**src/rtl/fpu_pkg.sv**
```systemverilog
// Shared FPU definitions: FSM states, IEEE-754 single constants and the
// unrounded result format handed to the rounding stage.
package fpu_pkg;

    localparam int          BIAS           = 127;
    localparam int          MBITS          = 24;
    localparam logic [7:0]  EXP_MAX        = 8'hFF;
    localparam logic [22:0] CANON_NAN_FRAC = 23'h400000;

    // Flag vector layout is {NV, OF, UF}.
    localparam logic [2:0]  FLAG_NV = 3'b100;
    localparam logic [2:0]  FLAG_OF = 3'b010;
    localparam logic [2:0]  FLAG_UF = 3'b001;

    typedef enum logic [1:0] {
        IDLE,
        MUL,
        NORM,
        DONE
    } state_t;

    typedef struct packed {
        logic        sign;
        logic [7:0]  exp;
        logic [22:0] mant;
        logic [2:0]  grs;
    } fp_unrounded_t;

endpackage

```
**src/rtl/fpu_mul_iter_if.sv**
```systemverilog
// Operand/result handshake bundle between the FPU issue logic, the iterative
// multiplier and the rounder.
interface fpu_mul_iter_if;
    import fpu_pkg::*;

    logic          in_valid;
    logic          in_ready;
    logic [31:0]   a;
    logic [31:0]   b;
    logic          out_valid;
    logic          out_ready;
    fp_unrounded_t out;
    logic [2:0]    out_flags;

    modport master (
        output in_valid, a, b, out_ready,
        input  in_ready, out_valid, out, out_flags
    );

    modport slave (
        input  in_valid, a, b, out_ready,
        output in_ready, out_valid, out, out_flags
    );

endinterface

```
**src/rtl/fpu_mul_classify.sv**
```systemverilog
// Combinational operand classifier; subnormals are flushed and report as zero.
module fpu_mul_classify (
    input  logic [30:0] i_operand,
    output logic        o_is_zero,
    output logic        o_is_inf,
    output logic        o_is_nan
);

    logic [7:0]  w_exp;
    logic [22:0] w_frac;

    assign w_exp     = i_operand[30:23];
    assign w_frac    = i_operand[22:0];

    assign o_is_zero = (w_exp == 8'h00);
    assign o_is_inf  = (w_exp == 8'hFF) && (w_frac == 23'd0);
    assign o_is_nan  = (w_exp == 8'hFF) && (w_frac != 23'd0);

endmodule

```
**src/rtl/fpu_mul_iter.sv**
```systemverilog
// Iterative single-precision multiplier: shift-add significand product, one
// multiplier bit per clock, producing an unrounded {sign, exp, mant, g, r, s}.
module fpu_mul_iter
    import fpu_pkg::*;
(
    input  logic          clock,
    input  logic          reset_n,
    fpu_mul_iter_if.slave bus
);

    localparam int CNT_W = $clog2(MBITS);

    state_t              r_state;
    logic [CNT_W-1:0]    r_cnt;
    logic [47:0]         r_prod;
    logic [23:0]         r_mcand;
    logic signed [9:0]   r_exp;
    logic                r_sign;
    fp_unrounded_t       r_out;
    logic [2:0]          r_flags;
    logic                r_out_valid;

    logic                w_a_zero, w_a_inf, w_a_nan;
    logic                w_b_zero, w_b_inf, w_b_nan;
    logic                w_sign;
    logic signed [9:0]   w_exp_sum;
    logic                w_spec;
    fp_unrounded_t       w_spec_out;
    logic [2:0]          w_spec_flags;
    logic [24:0]         w_sum;
    logic [47:0]         w_prod_next;
    logic signed [9:0]   w_exp_norm;
    fp_unrounded_t       w_norm_out;
    logic [2:0]          w_norm_flags;

    fpu_mul_classify u_cls_a (
        .i_operand (bus.a[30:0]),
        .o_is_zero (w_a_zero),
        .o_is_inf  (w_a_inf),
        .o_is_nan  (w_a_nan)
    );

    fpu_mul_classify u_cls_b (
        .i_operand (bus.b[30:0]),
        .o_is_zero (w_b_zero),
        .o_is_inf  (w_b_inf),
        .o_is_nan  (w_b_nan)
    );

    assign w_sign    = bus.a[31] ^ bus.b[31];
    assign w_exp_sum = $signed({2'b00, bus.a[30:23]}) + $signed({2'b00, bus.b[30:23]})
                     - $signed(10'(BIAS));

    // NOTE: every output of a combinational block gets a default first, so no
    // path leaves it unassigned and no latch is inferred.
    always_comb begin
        w_spec       = 1'b1;
        w_spec_out   = '0;
        w_spec_flags = '0;
        if (w_a_nan || w_b_nan || (w_a_inf && w_b_zero) || (w_b_inf && w_a_zero)) begin
            w_spec_out.exp  = EXP_MAX;
            w_spec_out.mant = CANON_NAN_FRAC;
            w_spec_flags    = FLAG_NV;
        end else if (w_a_inf || w_b_inf) begin
            w_spec_out.sign = w_sign;
            w_spec_out.exp  = EXP_MAX;
        end else if (w_a_zero || w_b_zero) begin
            w_spec_out.sign = w_sign;
        end else begin
            w_spec = 1'b0;
        end
    end

    // Add the multiplicand into the upper half when the current multiplier
    // bit (r_prod[0]) is set, then shift the whole product right by one.
    assign w_sum       = {1'b0, r_prod[47:24]} + (r_prod[0] ? {1'b0, r_mcand} : 25'd0);
    assign w_prod_next = {w_sum, r_prod[23:1]};

    always_comb begin
        w_norm_out      = '0;
        w_norm_flags    = '0;
        w_norm_out.sign = r_sign;
        if (r_prod[47]) begin
            w_norm_out.mant = r_prod[46:24];
            w_norm_out.grs  = {r_prod[23], r_prod[22], |r_prod[21:0]};
            w_exp_norm      = r_exp + 10'sd1;
        end else begin
            w_norm_out.mant = r_prod[45:23];
            w_norm_out.grs  = {r_prod[22], r_prod[21], |r_prod[20:0]};
            w_exp_norm      = r_exp;
        end
        if (w_exp_norm >= 10'sd255) begin
            w_norm_out.exp  = EXP_MAX;
            w_norm_out.mant = '0;
            w_norm_out.grs  = '0;
            w_norm_flags    = FLAG_OF;
        end else if (w_exp_norm <= 10'sd0) begin
            w_norm_out.exp  = 8'h00;
            w_norm_out.mant = '0;
            w_norm_out.grs  = '0;
            w_norm_flags    = FLAG_UF;
        end else begin
            w_norm_out.exp  = w_exp_norm[7:0];
        end
    end

    // NOTE: sequential state uses non-blocking assignments so every register
    // samples pre-edge values regardless of statement order.
    always_ff @(posedge clock or negedge reset_n) begin
        if (!reset_n) begin
            r_state     <= IDLE;
            r_cnt       <= '0;
            r_prod      <= '0;
            r_mcand     <= '0;
            r_exp       <= '0;
            r_sign      <= 1'b0;
            r_out       <= '0;
            r_flags     <= '0;
            r_out_valid <= 1'b0;
        end else begin
            case (r_state)
                IDLE: begin
                    if (bus.in_valid) begin
                        if (w_spec) begin
                            r_out       <= w_spec_out;
                            r_flags     <= w_spec_flags;
                            r_out_valid <= 1'b1;
                            r_state     <= DONE;
                        end else begin
                            r_mcand <= {1'b1, bus.a[22:0]};
                            r_prod  <= {24'd0, 1'b1, bus.b[22:0]};
                            r_exp   <= w_exp_sum;
                            r_sign  <= w_sign;
                            r_cnt   <= '0;
                            r_state <= MUL;
                        end
                    end
                end
                MUL: begin
                    r_prod <= w_prod_next;
                    r_cnt  <= r_cnt + 1'b1;
                    if (r_cnt == CNT_W'(MBITS - 1)) begin
                        r_state <= NORM;
                    end
                end
                NORM: begin
                    r_out       <= w_norm_out;
                    r_flags     <= w_norm_flags;
                    r_out_valid <= 1'b1;
                    r_state     <= DONE;
                end
                DONE: begin
                    if (bus.out_ready) begin
                        r_out_valid <= 1'b0;
                        r_state     <= IDLE;
                    end
                end
                default: r_state <= IDLE;
            endcase
        end
    end

    assign bus.in_ready  = (r_state == IDLE);
    assign bus.out_valid = r_out_valid;
    assign bus.out       = r_out;
    assign bus.out_flags = r_flags;

endmodule

```
**src/flat_wrapper.sv**
```systemverilog
// flat-port wrapper written by rule: the top's interface ports become plain ports
module fpu_mul_iter_flat import fpu_pkg::*;
  (clock, reset_n, bus_in_valid, bus_a, bus_b, bus_out_ready, bus_in_ready, bus_out_valid, bus_out, bus_out_flags);
  fpu_mul_iter_if bus_i ();
  input  logic clock;
  input  logic reset_n;
  input wire logic [$bits(bus_i.in_valid)-1:0] bus_in_valid;
  input wire logic [$bits(bus_i.a)-1:0] bus_a;
  input wire logic [$bits(bus_i.b)-1:0] bus_b;
  input wire logic [$bits(bus_i.out_ready)-1:0] bus_out_ready;
  output wire logic [$bits(bus_i.in_ready)-1:0] bus_in_ready;
  output wire logic [$bits(bus_i.out_valid)-1:0] bus_out_valid;
  output wire logic [$bits(bus_i.out)-1:0] bus_out;
  output wire logic [$bits(bus_i.out_flags)-1:0] bus_out_flags;
  assign bus_i.in_valid = bus_in_valid;
  assign bus_i.a = bus_a;
  assign bus_i.b = bus_b;
  assign bus_i.out_ready = bus_out_ready;
  assign bus_in_ready = bus_i.in_ready;
  assign bus_out_valid = bus_i.out_valid;
  assign bus_out = bus_i.out;
  assign bus_out_flags = bus_i.out_flags;
  fpu_mul_iter u_core (.clock(clock), .reset_n(reset_n), .bus(bus_i));
endmodule
```
**config.mk**
```make
export PLATFORM = sky130hd
export DESIGN_NAME = fpu_mul_iter_flat
export DESIGN_NICKNAME = d
export VERILOG_FILES = /design/src/rtl/fpu_pkg.sv /design/src/rtl/fpu_mul_iter_if.sv /design/src/rtl/fpu_mul_classify.sv /design/src/rtl/fpu_mul_iter.sv /design/src/flat_wrapper.sv
export SDC_FILE = /design/constraint.sdc
export NUM_CORES = 1
export LEC_CHECK = 0
export BUFFER_PORTS_ARGS = -buffer_cell sky130_fd_sc_hd__buf_2
export CORE_MARGIN = 4
export CORE_UTILIZATION = 53
export CTS_CLUSTER_SIZE = 10
export DETAILED_ROUTE_END_ITERATION = 10
export PLACE_DENSITY = 0.83
export SETUP_SLACK_MARGIN = 0.2
export SLEW_MARGIN = 20
export SYNTH_ARGS = -nofsm -noshare
export SYNTH_HDL_FRONTEND = slang
export SYNTH_HIERARCHICAL = 1
export SYNTH_SLANG_ARGS = --single-unit
```
**constraint.sdc**
```tcl
create_clock -name clock -period 2.85 [get_ports clock]
set_clock_uncertainty 0.1 [all_clocks]
set_input_delay 0.285 -clock clock [delete_from_list [all_inputs] [get_ports clock]]
set_output_delay 0.285 -clock clock [all_outputs]
set_load 0.1 [all_outputs]
```
==> impl_metrics.ini <==
[global_routing]
grtUsageTotal_pct = 27.7
grt_max_degree = 55
grt_pass1_vias = 7296
antenna_found_initial = 0
grt.overflow.total = 0
grt_pass1_wl_um = 36500

[finish]
drive_gt1_share_pct = 28.3
instances_no_fill = 1230
n_fill_cell = 1006
postLayoutCellArea_um2 = 10100
num_antenna_cells = 0
area_growth_pct = 30.8
num-nets-final = 1152
fin_util_pct = 71.9

[placed_design]
dpl.cell_count = 1164
place_hpwl_um = 14700
port_buffers = 107
gp_congestion = 0.899
dpl_cell_area_um2 = 8770

[logic_synthesis]
synth_area_per_cell_um2 = 8.91
yosysMostFrequentCell = nand2_1
yosysWarnings = 6
synth-seq-cells = 129
netlist.area_leader.share_pct = 41.7
synth.largest_area_cell = dfrtp_1
synth-edff-count = 0
ys.flop_type = dfrtp_1
synth_area_um2 = 7750
synthCells = 870
ys_seq_area_share_pct = 41.7
synthTopCellsByCount = nand2_1, dfrtp_1, o21ai_0
synth.area.top_cells = dfrtp_1, nand2_1, ha_1, mux2i_1, o21ai_0
synth_async_sr_flop_share_pct = 100
ys_types = 65
synth_fp_nets = 985

[cts]
clkSinkCount = 129
clk_path_buf_depth = 2
clk_pin_slew_ns = 0.06
worstSkewPairLatency_ns = 0.42
numCtsBuffers = 17
cts_tree = built
cts-root-buf = clkbuf_16
htree_num_levels = 4

[drt]
wirelength_um = 23500
drtPass1Iterations = 5
avgRoutedWirePerCell_um = 19.1
drcViolationCount = 0
drt_first_iter_violations = 607
drt.antenna.violating_nets = 0
viasPerCell = 6.08
vias = 7473

[setup_path]
critical_path_buf_inv_count = 1
crit_family = compound AO/OA/AOI/OAI gates
crit_fanout = 6
slowest_delay_ns = 0.45
worst-setup-path-type = reg -> reg
crit_path_start_kind = flop
path_cells = and2_4 -> ha_4 -> inv_4 -> fa_2 -> nor2b_2 -> o21ai_2 -> o21ai_2 -> a311oi_2 -> o211a_1 -> o21ai_2 -> and3_4 -> a41o_1
end_kind = flop
path_common_cell = o21ai_2
required_ns = 3.11
arrival_ns = 3.08
critPathSlowestCell = dfrtp_2

[die]
die_area_um2 = 16600
start_util_pct = 55.0
num_rows = 43
die_h_um = 129
die_w_um = 129
core_um2 = 14100
ios = 108

[sta]
worstMarginPinSlew_ns = 0.702
rsz0062_at_grt = yes
min_period_ns = 2.82
maxSlewViolCount = 0
timing.fmax_mhz = 355
slew_headroom_pct = 53.2
final_hold_viol_count = 0
timing.final.crit_share_pct = 98.9
setup_viol = 0

[pwr]
p_leak_nw = 4.67
power.total_w = 0.0125
power_density_nw_per_um2 = 1240
peakVddDrop_v = 0.000677

[run]
drv_cap = 0

[status]
status = completed

[hold_path]
min_path_type = in -> reg
-- sequential cells by signal, summed over array words and instances, names as in the netlist --
name                  count
u_core/bus.out           35
u_core/bus.out_flags      3
u_core/bus.out_valid      1
u_core/r_cnt              5
u_core/r_exp             10
u_core/r_mcand           24
u_core/r_prod            48
u_core/r_sign             1
u_core/r_state            2
-- cell usage in the layout (no fill, tap or decap), types with 4 or more instances in the layout --
master | netlist | final
nand2_1 | 206 | 205
dfrtp_1 | 129 | 126
buf_2 | 1 | 106
buf_4 | 2 | 51
o21ai_0 | 52 | 44
nor2_1 | 35 | 33
ha_1 | 45 | 30
a31oi_1 | 28 | 26
mux2i_1 | 27 | 26
o21ai_2 | 20 | 25
o22ai_1 | 25 | 25
and2_1 | 25 | 22
inv_1 | 22 | 21
xor2_1 | 22 | 21
a21oi_1 | 27 | 20
dlygate4sd3_1 | 0 | 18
clkbuf_16 | 0 | 17
xnor2_1 | 19 | 16
nand4_1 | 15 | 15
a21o_1 | 14 | 14
nor4_1 | 14 | 12
ha_4 | 0 | 12
buf_6 | 0 | 9
nand3_1 | 8 | 8
o21ai_1 | 6 | 8
nor3_1 | 9 | 7
a21oi_2 | 0 | 6
or4_1 | 6 | 6
bufinv_16 | 0 | 5
and3_1 | 7 | 5
clkbuf_8 | 0 | 4
and2_4 | 1 | 4
nor2b_1 | 5 | 4
o211ai_1 | 4 | 4
buf_12 | 2 | 4
-- report_power, final --
group	internal [W]	leakage, nW	switching, W
clock	0.00164	0.323	0.000797
combinational	0.00220	2.72	0.00458
sequential	0.00261	1.63	0.000705
total	0.00646	4.67	0.00609
-- path summary, 6_finish.rpt --
check,startpoint,to,slack [ns],cells after the start
max,u_core/r_prod[0]$_DFFE_PN0P_,u_core/r_prod[47]$_DFFE_PN0P_,0.03,12
min,bus_a[10],u_core/r_mcand[10]$_DFFE_PN0P_,0.02,3
max reg2reg,u_core/r_prod[0]$_DFFE_PN0P_,u_core/r_prod[47]$_DFFE_PN0P_,0.03,12
min reg2reg,u_core/bus.out[19]$_DFFE_PN0P_,u_core/bus.out[19]$_DFFE_PN0P_,0.37,2
max in group asynchronous,reset_n,u_core/r_mcand[1]$_DFFE_PN0P_,1.50,3
min in group asynchronous,reset_n,u_core/r_prod[15]$_DFFE_PN0P_,0.34,2
-- routing by layer --
layer / up-vias / GRT usage, % / share of wire, %
met4: 0 / 11.5 / 3.2
met5: - / 0 / 0
met3: 69 / 5.52 / 6.4
met2: 340 / 46.8 / 50
met1: 3632 / 34.9 / 40
li1: 3432 / - / -
-- worst min-delay path: cells and delay by family --
family | cells | cell delay, ns
buffers and inverters | 1 | 0.09
and+or+nand+nor | 2 | 0.13
-- stage by stage --
step,setup TNS [ns],hold slack (ns),setup WS (ns)
floorplan,0,-0.111,0.142
global placement,-11.44,0.267,-0.219
detailed placement,-16.70,0.265,-0.387
CTS,0,0.00834,0.181
global route,-0.0977,0.0158,-0.0449
finish,0,0.0176,0.0322
-- kinds of logic after synthesis --
logic type,share of synthesized area (%)
AND/OR/NAND/NOR,20.6
AO/OA/AOI/OAI,18.0
flip-flops,41.7
buffers and inverters,3.58
adder cells (fa/ha/maj),7.78
XOR/XNOR,4.63
multiplexers,3.78
-- final cells by class --
| cell class | count | area [um^2] | share of cell area [%] |
|---|---|---|---|
| clock buffer | 23 | 488 | 4.81 |
| tap | 180 | 225 | 2.22 |
| timing repair buffer | 188 | 1270 | 12.6 |
| multi-input combinational | 679 | 4650 | 45.9 |
| inverter | 22 | 85.1 | 0.839 |
| clock inverter | 9 | 176 | 1.74 |
| sequential | 129 | 3230 | 31.9 |
-- repair_timing --
item / 4_1_cts / 5_1_grt
setup endpoints to repair: 51 / 85
gates cloned: 1 / 0
hold endpoints to repair: 67 / 0
gates resized for setup: 35 / 49
hold buffers: 18 / 0
pin swaps: 17 / 16
setup buffers: 10 / 5
Note: power is estimated with default switching activity, not from simulation.
